--- src/rtl/mux_sel_rr.sv ---
// N-channel registered selector with valid/ready handshakes: fixed-select or round-robin.
// Optional 16-bit saturating stall counter is enabled with MUX_SEL_STALL_CNT_EN.
module mux_sel_rr #(
  parameter int WIDTH = 4,
  parameter int NCH   = 4,
  parameter int SELW  = (NCH > 1) ? $clog2(NCH) : 1
) (
  input  logic                   clk,
  input  logic                   rst_n,
  input  logic [NCH*WIDTH-1:0]   in_data,
  input  logic [NCH-1:0]         in_valid,
  output logic [NCH-1:0]         in_ready,
  input  logic [SELW-1:0]        sel,
  input  logic                   mode,
  output logic [WIDTH-1:0]       out_data,
  output logic                   out_valid,
  input  logic                   out_ready,
  output logic [SELW-1:0]        out_ch
`ifdef MUX_SEL_STALL_CNT_EN
  ,
  output logic [15:0]            stall_cnt
`endif
);

  logic [WIDTH-1:0] out_data_q, out_data_d;
  logic             out_valid_q, out_valid_d;
  logic [SELW-1:0]  out_ch_q, out_ch_d;
  logic [SELW-1:0]  rr_ptr_q, rr_ptr_d;

  logic [SELW-1:0]  grant;
  logic             grant_any;
  logic             load;
  logic [SELW-1:0]  ptr_after_grant;
  logic [WIDTH-1:0] grant_word;
  int               scan_idx;

  // Mode 1 scans upward from rr_ptr with wrap; the first valid channel wins.
  always_comb begin
    grant     = '0;
    grant_any = 1'b0;
    scan_idx  = 0;
    if (!mode) begin
      if ((int'(sel) < NCH) && in_valid[sel]) begin
        grant     = sel;
        grant_any = 1'b1;
      end
    end else begin
      for (int k = 0; k < NCH; k++) begin
        scan_idx = int'(rr_ptr_q) + k;
        if (scan_idx >= NCH) begin
          scan_idx = scan_idx - NCH;
        end
        if (!grant_any && in_valid[scan_idx]) begin
          grant     = SELW'(scan_idx);
          grant_any = 1'b1;
        end
      end
    end
  end

  // rst_n is folded in so no producer sees a handshake while reset is held.
  assign load = rst_n & (~out_valid_q | out_ready) & grant_any;

  assign ptr_after_grant = (int'(grant) == NCH - 1) ? '0 : grant + SELW'(1);
  assign grant_word      = in_data[int'(grant)*WIDTH +: WIDTH];

  always_comb begin
    in_ready = '0;
    if (load) begin
      in_ready[grant] = 1'b1;
    end
  end

  always_comb begin
    out_data_d  = out_data_q;
    out_valid_d = out_valid_q;
    out_ch_d    = out_ch_q;
    rr_ptr_d    = rr_ptr_q;
    if (load) begin
      out_data_d  = grant_word;
      out_valid_d = 1'b1;
      out_ch_d    = grant;
      if (mode) begin
        rr_ptr_d = ptr_after_grant;
      end
    end else if (out_ready) begin
      out_valid_d = 1'b0;
    end
  end

  always_ff @(posedge clk or negedge rst_n) begin
    if (!rst_n) begin
      out_data_q  <= '0;
      out_valid_q <= 1'b0;
      out_ch_q    <= '0;
      rr_ptr_q    <= '0;
    end else begin
      out_data_q  <= out_data_d;
      out_valid_q <= out_valid_d;
      out_ch_q    <= out_ch_d;
      rr_ptr_q    <= rr_ptr_d;
    end
  end

  assign out_data  = out_data_q;
  assign out_valid = out_valid_q;
  assign out_ch    = out_ch_q;

`ifdef MUX_SEL_STALL_CNT_EN
  logic [15:0] stall_cnt_q, stall_cnt_d;

  // Saturates rather than wrapping so a long stall is never mistaken for a short one.
  always_comb begin
    stall_cnt_d = stall_cnt_q;
    if (out_valid_q && !out_ready && (stall_cnt_q != 16'hFFFF)) begin
      stall_cnt_d = stall_cnt_q + 16'd1;
    end
  end

  always_ff @(posedge clk or negedge rst_n) begin
    if (!rst_n) begin
      stall_cnt_q <= '0;
    end else begin
      stall_cnt_q <= stall_cnt_d;
    end
  end

  assign stall_cnt = stall_cnt_q;
`endif

endmodule

--- config.mk ---
export PLATFORM = sky130hd
export DESIGN_NAME = mux_sel_rr
export DESIGN_NICKNAME = d
export VERILOG_FILES = /design/src/rtl/mux_sel_rr.sv
export SDC_FILE = /design/constraint.sdc
export NUM_CORES = 1
export LEC_CHECK = 0
export ABC_AREA = 1
export CORE_AREA = 2 2 55 57
export CTS_CLUSTER_DIAMETER = 50
export DETAILED_ROUTE_END_ITERATION = 8
export DIE_AREA = 0 0 57 59
export PLACE_DENSITY = 0.65
export SYNTH_ARGS = -nofsm -noshare
export SYNTH_HDL_FRONTEND = slang
export SYNTH_SLANG_ARGS = --single-unit
--- constraint.sdc ---
create_clock -name clk -period 7 [get_ports clk]
set_input_delay 2.1 -clock clk [delete_from_list [all_inputs] [get_ports clk]]
set_output_delay 2.1 -clock clk [all_outputs]
set_load 0.005 [all_outputs]
After elaboration in Yosys (flattened, before gate mapping)
Index checks and enable logic that the tools add are counted.
{"block": "op_classes", "addsub": 8, "multipliers": 0, "n_div": 0, "order_cmp": 11, "eq_ne": 1, "shifts": 1, "mux": 43, "bitwise": 4, "reduce_logical": 9}
{"cell": "2-to-1 mux 32 bit", "n": 8}
{"cell": "less-than comparator 32 x 4 -> 1 bit, second input constant", "n": 4}
{"cell": "2-to-1 mux 1 bit", "n": 21}
{"cell": "variable part select 16 x 5 -> 4 bit", "n": 1}
{"cell": "2-to-1 mux 2 bit", "n": 7}
{"cell": "subtractor 3 x 3 -> 4 bit, second input constant", "n": 3}
{"cell": "binary-select mux 1 bit (select 2 bit)", "n": 5}
{"cell": "greater-or-equal comparator 3 bit, second input constant", "n": 3}
{"cell": "adder 2 x 2 -> 3 bit, second input constant", "n": 2}
{"cell": "less-than comparator 2 x 3 -> 1 bit, second input constant", "n": 2}
{"cell": "logical AND 1 bit", "n": 4}
{"cell": "2-to-1 mux 4 bit", "n": 1}
{"cell": "subtractor 2 x 3 -> 4 bit, second input constant", "n": 1}
{"cell": "adder 2 x 1 -> 3 bit, second input constant", "n": 1}
{"cell": "greater-or-equal comparator 2 x 3 -> 1 bit, second input constant", "n": 1}
{"cell": "logical NOT 1 bit", "n": 3}
{"cell": "adder 2 x 1 -> 2 bit, second input constant", "n": 1}
{"cell": "bitwise AND 1 bit", "n": 2}
{"cell": "demux 1 bit (select 2 bit)", "n": 1}
{"cell": "== test 2 x 1 -> 1 bit, second input constant", "n": 1}
{"cell": "greater-or-equal comparator 2 x 1 -> 1 bit, second input constant", "n": 1}
{"cell": "AND reduction 2 bit", "n": 1}
{"cell": "nonzero test 2 bit", "n": 1}
{"cell": "inverter 1 bit", "n": 1}
{"cell": "OR 1 bit", "n": 1}
{"block": "totals", "regBits": 9, "latchBits": 0, "ram_bits": 0, "rom_bits": 0, "input_bits": 26, "output_inout_bits": 11, "wordCells": 81, "memories": 0}

Logic depth before layout (Yosys ltp)
{"block": "depth", "ltp_word": 25, "mapped_depth": 15, "ltp_nobuf": 15}

Worst setup path before layout
Ideal clock, no wire load.
{"block": "synth_path", "path_type": "input port to output port", "from": "in in_valid[1]", "to": "out in_ready[3]", "t_arrival_ns": 3.194, "t_required_ns": 4.900, "slack_ns": 1.706, "cell_stages": 10, "path_buffers": 1, "path_cell_list": "inv_1 -> nand2_1 -> o21ai_0 -> o21ai_0 -> nand3_2 -> o21ai_2 -> buf_6 -> ha_1 -> inv_1 -> nor2_1"}
{"block": "synth_between", "elab_chain_cells": 22, "elab_cells_between_ends": 42, "cone_classes": "2 x order compare; 32 x mux; 1 x bitwise; 7 x reduce/logical"}
{"item": "start: declaration", "line_no": "11", "text": "input logic [NCH-1:0] in_valid,"}
{"item": "binary-select mux 1 bit (select 2 bit)", "line_no": "53", "text": "if (!grant_any && in_valid[scan_idx]) begin"}
{"item": "2-to-1 mux 1 bit (implied by the code) (2 in series)", "line_no": "53"}
{"item": "2-to-1 mux 1 bit", "line_no": "53"}
{"item": "2-to-1 mux 1 bit", "line_no": "42", "text": "if (!mode) begin"}
{"item": "logical NOT 1 bit", "line_no": "53"}
{"item": "logical AND 1 bit", "line_no": "53"}
{"item": "2-to-1 mux 1 bit", "line_no": "53"}
{"item": "2-to-1 mux 1 bit", "line_no": "42"}
{"item": "[... 5 more ...]"}
{"item": "logical AND 1 bit", "line_no": "53"}
{"item": "2-to-1 mux 2 bit", "line_no": "53"}
{"item": "2-to-1 mux 2 bit", "line_no": "42"}
{"item": "less-than comparator 2 x 3 -> 1 bit (implied by the code) / greater-or-equal comparator 2 x 1 -> 1 bit (equally long branches)", "line_no": "70", "text": "in_ready[grant] = 1'b1;"}
{"item": "logical AND 1 bit (implied by the code)", "line_no": "70"}
{"item": "2-to-1 mux 1 bit (implied by the code)", "line_no": "70"}
{"item": "demux 1 bit (select 2 bit)", "line_no": "70"}
{"item": "2-to-1 mux 4 bit *", "line_no": "69", "text": "if (load) begin"}
{"item": "end: declaration", "line_no": "12", "text": "output logic [NCH-1:0] in_ready,"}
Mark *: on every way between the ends. The rest lies on a longest branch, timed or not. The select of a mux whose other input is x is not followed.

Final worst setup path
{"block": "layout_path", "from": "in in_valid[3]", "to": "out in_ready[3]"}
The elaborated chain is that of the path after synthesis.

==> results.toml <==
[synth]
synth_sequential_area_ratio = 0.238
yosys.area.top_type_share = 0.238
yosys.area.top_type = "dfrtp_1"
synth_area_leaders = "dfrtp_1, nand2_1, nand3_1"
syn-instance-count = 147
yosys_most_used_dff = "dfrtp_1"
ys.warnings.count = 0
synth-edff-count = 0
synthArstFlopShare = 1.00
synth_cell_types = 21
synthesis.area_um2 = 946
synthesis.nets = 174
postSynthRegisterBits = 9
syn-mean-instance-area_um2 = 6.43

[clocking]
post_cts.resized_instances = 0
hold_buffers = 0
cts_tree = "built"
numCtsBuffers = 3
clk_latency_ps = 260
cts_root_buffer = "clkbuf_4"
buffers_inserted_during_post_cts_setup_optimization = 0
cts_num_sinks = 9
clk_pin_slew_ps = 60
htree_levels = 1
cts-root-to-sink-buffers = 2

[pwr]
irDropWorstVdd_mv = 0.191
static_power_due_to_leakage_nw = 0.649
fin_total_pwr_mw = 0.494
power-per-cell-area_mw_per_mm2 = 364

[placed_design]
placedCellCount = 213
weighted_congestion_reported_at_the_end_of_routability_driven_placement = 0.792
portbufs = 36
dp_hpwl_um = 2180

[layout]
final_core_utilization = 0.500
post_route_cells_drive_above_1_share = 0.199
stdcell_count = 217
fillCellCount = 286
n_diodes = 0
num-nets-final = 214
area.growth.synth_to_final_pct = 43.4

[timing]
max_freq_ghz = 0.151
setup-tns-final_ps = 0
final-max-slew-violation-count = 0
finalSetupViolations = 0
slew_headroom = 0.648
fin_worst_hold_slack_ps = 483
final.min_clock_period_ps = 6630
fin_worst_skew_ps = 3.46
timing_worst_slew_pin_value_ps = 528
rsz0062_at_grt = "no"
number_of_hold_violations_in_the_final_report = 0
post-route-period-util = 0.946

[worst_setup_path]
critPathRequiredTime_ps = 4900
worstReg2RegEnd = "rr_ptr_q[1]"
critical_path_arrival_ps = 4530
depth_of_the_worst_register_to_register_path = 11
timing.critical_path.slowest_cell_delay_ps = 510
timing.critical_path.max_delay_family = "buffers and inverters"
worstSetupStartpointType = "input port"
crit_buf_inv = 5
path_max_fanout = 11
crit_type = "input port to output port"
path_common_cell = "inv_1"
critical_path.slowest_cell = "clkdlybuf4s50_1"
reg2reg_slack_ps = 4630
worst_setup_path_end_kind = "output port"
critical_path.reg2reg.startpoint = "rr_ptr_q[0]"
critical_path.cell_chain = "clkdlybuf4s50_1 -> inv_1 -> nand2_1 -> nand3_2 -> nand2_2 -> inv_1 -> nand3_1 -> nand2_2 -> o21ai_2 -> ha_1 -> inv_1 -> nor2_1 -> clkdlybuf4s50_1"

[worst_hold_path]
min_path_cells = 2
hp-start = "out_data[2]"
timing.hold.worst_endpoint = "out_data[2]"
hold_class = "flop to flop"

[global_routing]
via_count_of_the_first_global_routing_pass = 1053
globalRouteTotalUtil = 0.166
globalRouteOverflowTotal = 0
global_route_wire_length_before_repair_um = 4510
antenna_found_initial = 0
grt_max_degree = 12

[route]
dr.first_iter.drc_count = 13
viasPerCell = 4.96
route.detailed.wl_per_inst_um = 12.3
via_count = 1076
detail_route.first_pass.iterations = 4
drt-total-wl_um = 2670
drt.antenna.violating_nets = 0
drc = 0

[run]
cap_violations = 0

[floorplan]
initial_core_util = 0.349
ios = 37
rows = 19
die-height_um = 59
dieWidth_um = 57
die-area_mm2 = 0.00336
design.core.area_mm2 = 0.00271

[run_status]
run_status = "finished clean"
## synthesized netlist by cell type, types with 2 or more instances
cell type  number
nand3_2         3
o21ai_2         3
nand2_1        44
inv_1          13
nand3_1        29
inv_2           2
buf_6           2
dfrtp_1         9
nor2_1          7
o21ai_1         3
nand2_4         2
nand2_2        18
o21ai_0         4
## routing by layer
metal / GRT usage / part of all wire / vias up
met3: 0.0153 / 0.022 / 6
met4: 0.0598 / 0.020 / 0
met2: 0.289 / 0.50 / 28
met5: 0 / 0 / -
met1: 0.215 / 0.46 / 490
li1: - / - / 552
## cell usage in the layout (no fill, tap or decap)
cell,instances
o21ai_1,3
clkdlybuf4s50_1,36
nor2_8,1
nand2_4,2
o21a_1,1
nand3_1,29
clkbuf_4,3
nand2_1,44
inv_2,2
o21ai_0,4
o21ai_2,3
clkbuf_1,1
nand2_2,18
nor2_1,7
nor2_4,1
nor3_2,1
nor2_2,1
buf_4,1
inv_4,1
ha_1,1
nand3_2,3
a21oi_1,1
dfrtp_1,9
inv_1,13
## cells by family (layout without fill, tap and decap cells)
logic type	count (synthesis)	after routing	synth area share
compound gates	12	12	0.0780
fa+ha+maj	1	1	0.0132
buf+inv	18	57	0.0900
flops	9	9	0.238
simple gates	107	107	0.581
## per-stage QoR
stage                     area, um2  setup WS [ps]
after floorplan                 946           1710
after global placement         1330            456
after detailed placement       1330            400
after CTS                      1360            381
after global routing           1360            209
final                          1360            375
## flip-flops by register name, summed over array words and instances (netlist names)
register and flops:
out_valid 1, out_ch 2, out_data 4, rr_ptr_q 2
## worst reg2reg max path: stages (launching register included)
cell and delay (ps):
dfrtp_1 580, inv_2 160, nand2_1 140, nand2_4 70, nor2_2 130, nor2_1 80, nand3_2 80, nand2_2 70
o21ai_2 460, ha_1 330, nor2_1 100, a21oi_1 50
## final cells by class
cell class	instances	area (um2)	share of cell area
multi-input combinational	120	636	0.469
tap	31	38.8	0.0286
clock buffer	4	26.3	0.0194
inverter	16	62.6	0.0461
sequential	9	225	0.166
timing repair buffer	37	368	0.271
## how the worst max path moves through the flow
stage / startpoint / to / cells past startpoint
3_5_place_dp: in_valid[3] / in_ready[3] / 13
3_3_place_gp: in_valid[1] / in_ready[3] / 11
5_1_grt: in_valid[3] / in_ready[3] / 13
6_report: in_valid[3] / in_ready[3] / 13
4_1_cts: in_valid[0] / in_ready[3] / 13
2_1_floorplan: in_valid[1] / in_ready[3] / 10
## report_power, final
group	total (mW)	leakage (nW)	internal, mW	switching (mW)
Combinational	0.351	0.527	0.144	0.207
Clock	0.0403	0.0150	0.0220	0.0184
Sequential	0.102	0.108	0.0759	0.0264
Total	0.494	0.649	0.242	0.252
(Power assumes the default switching activity.)
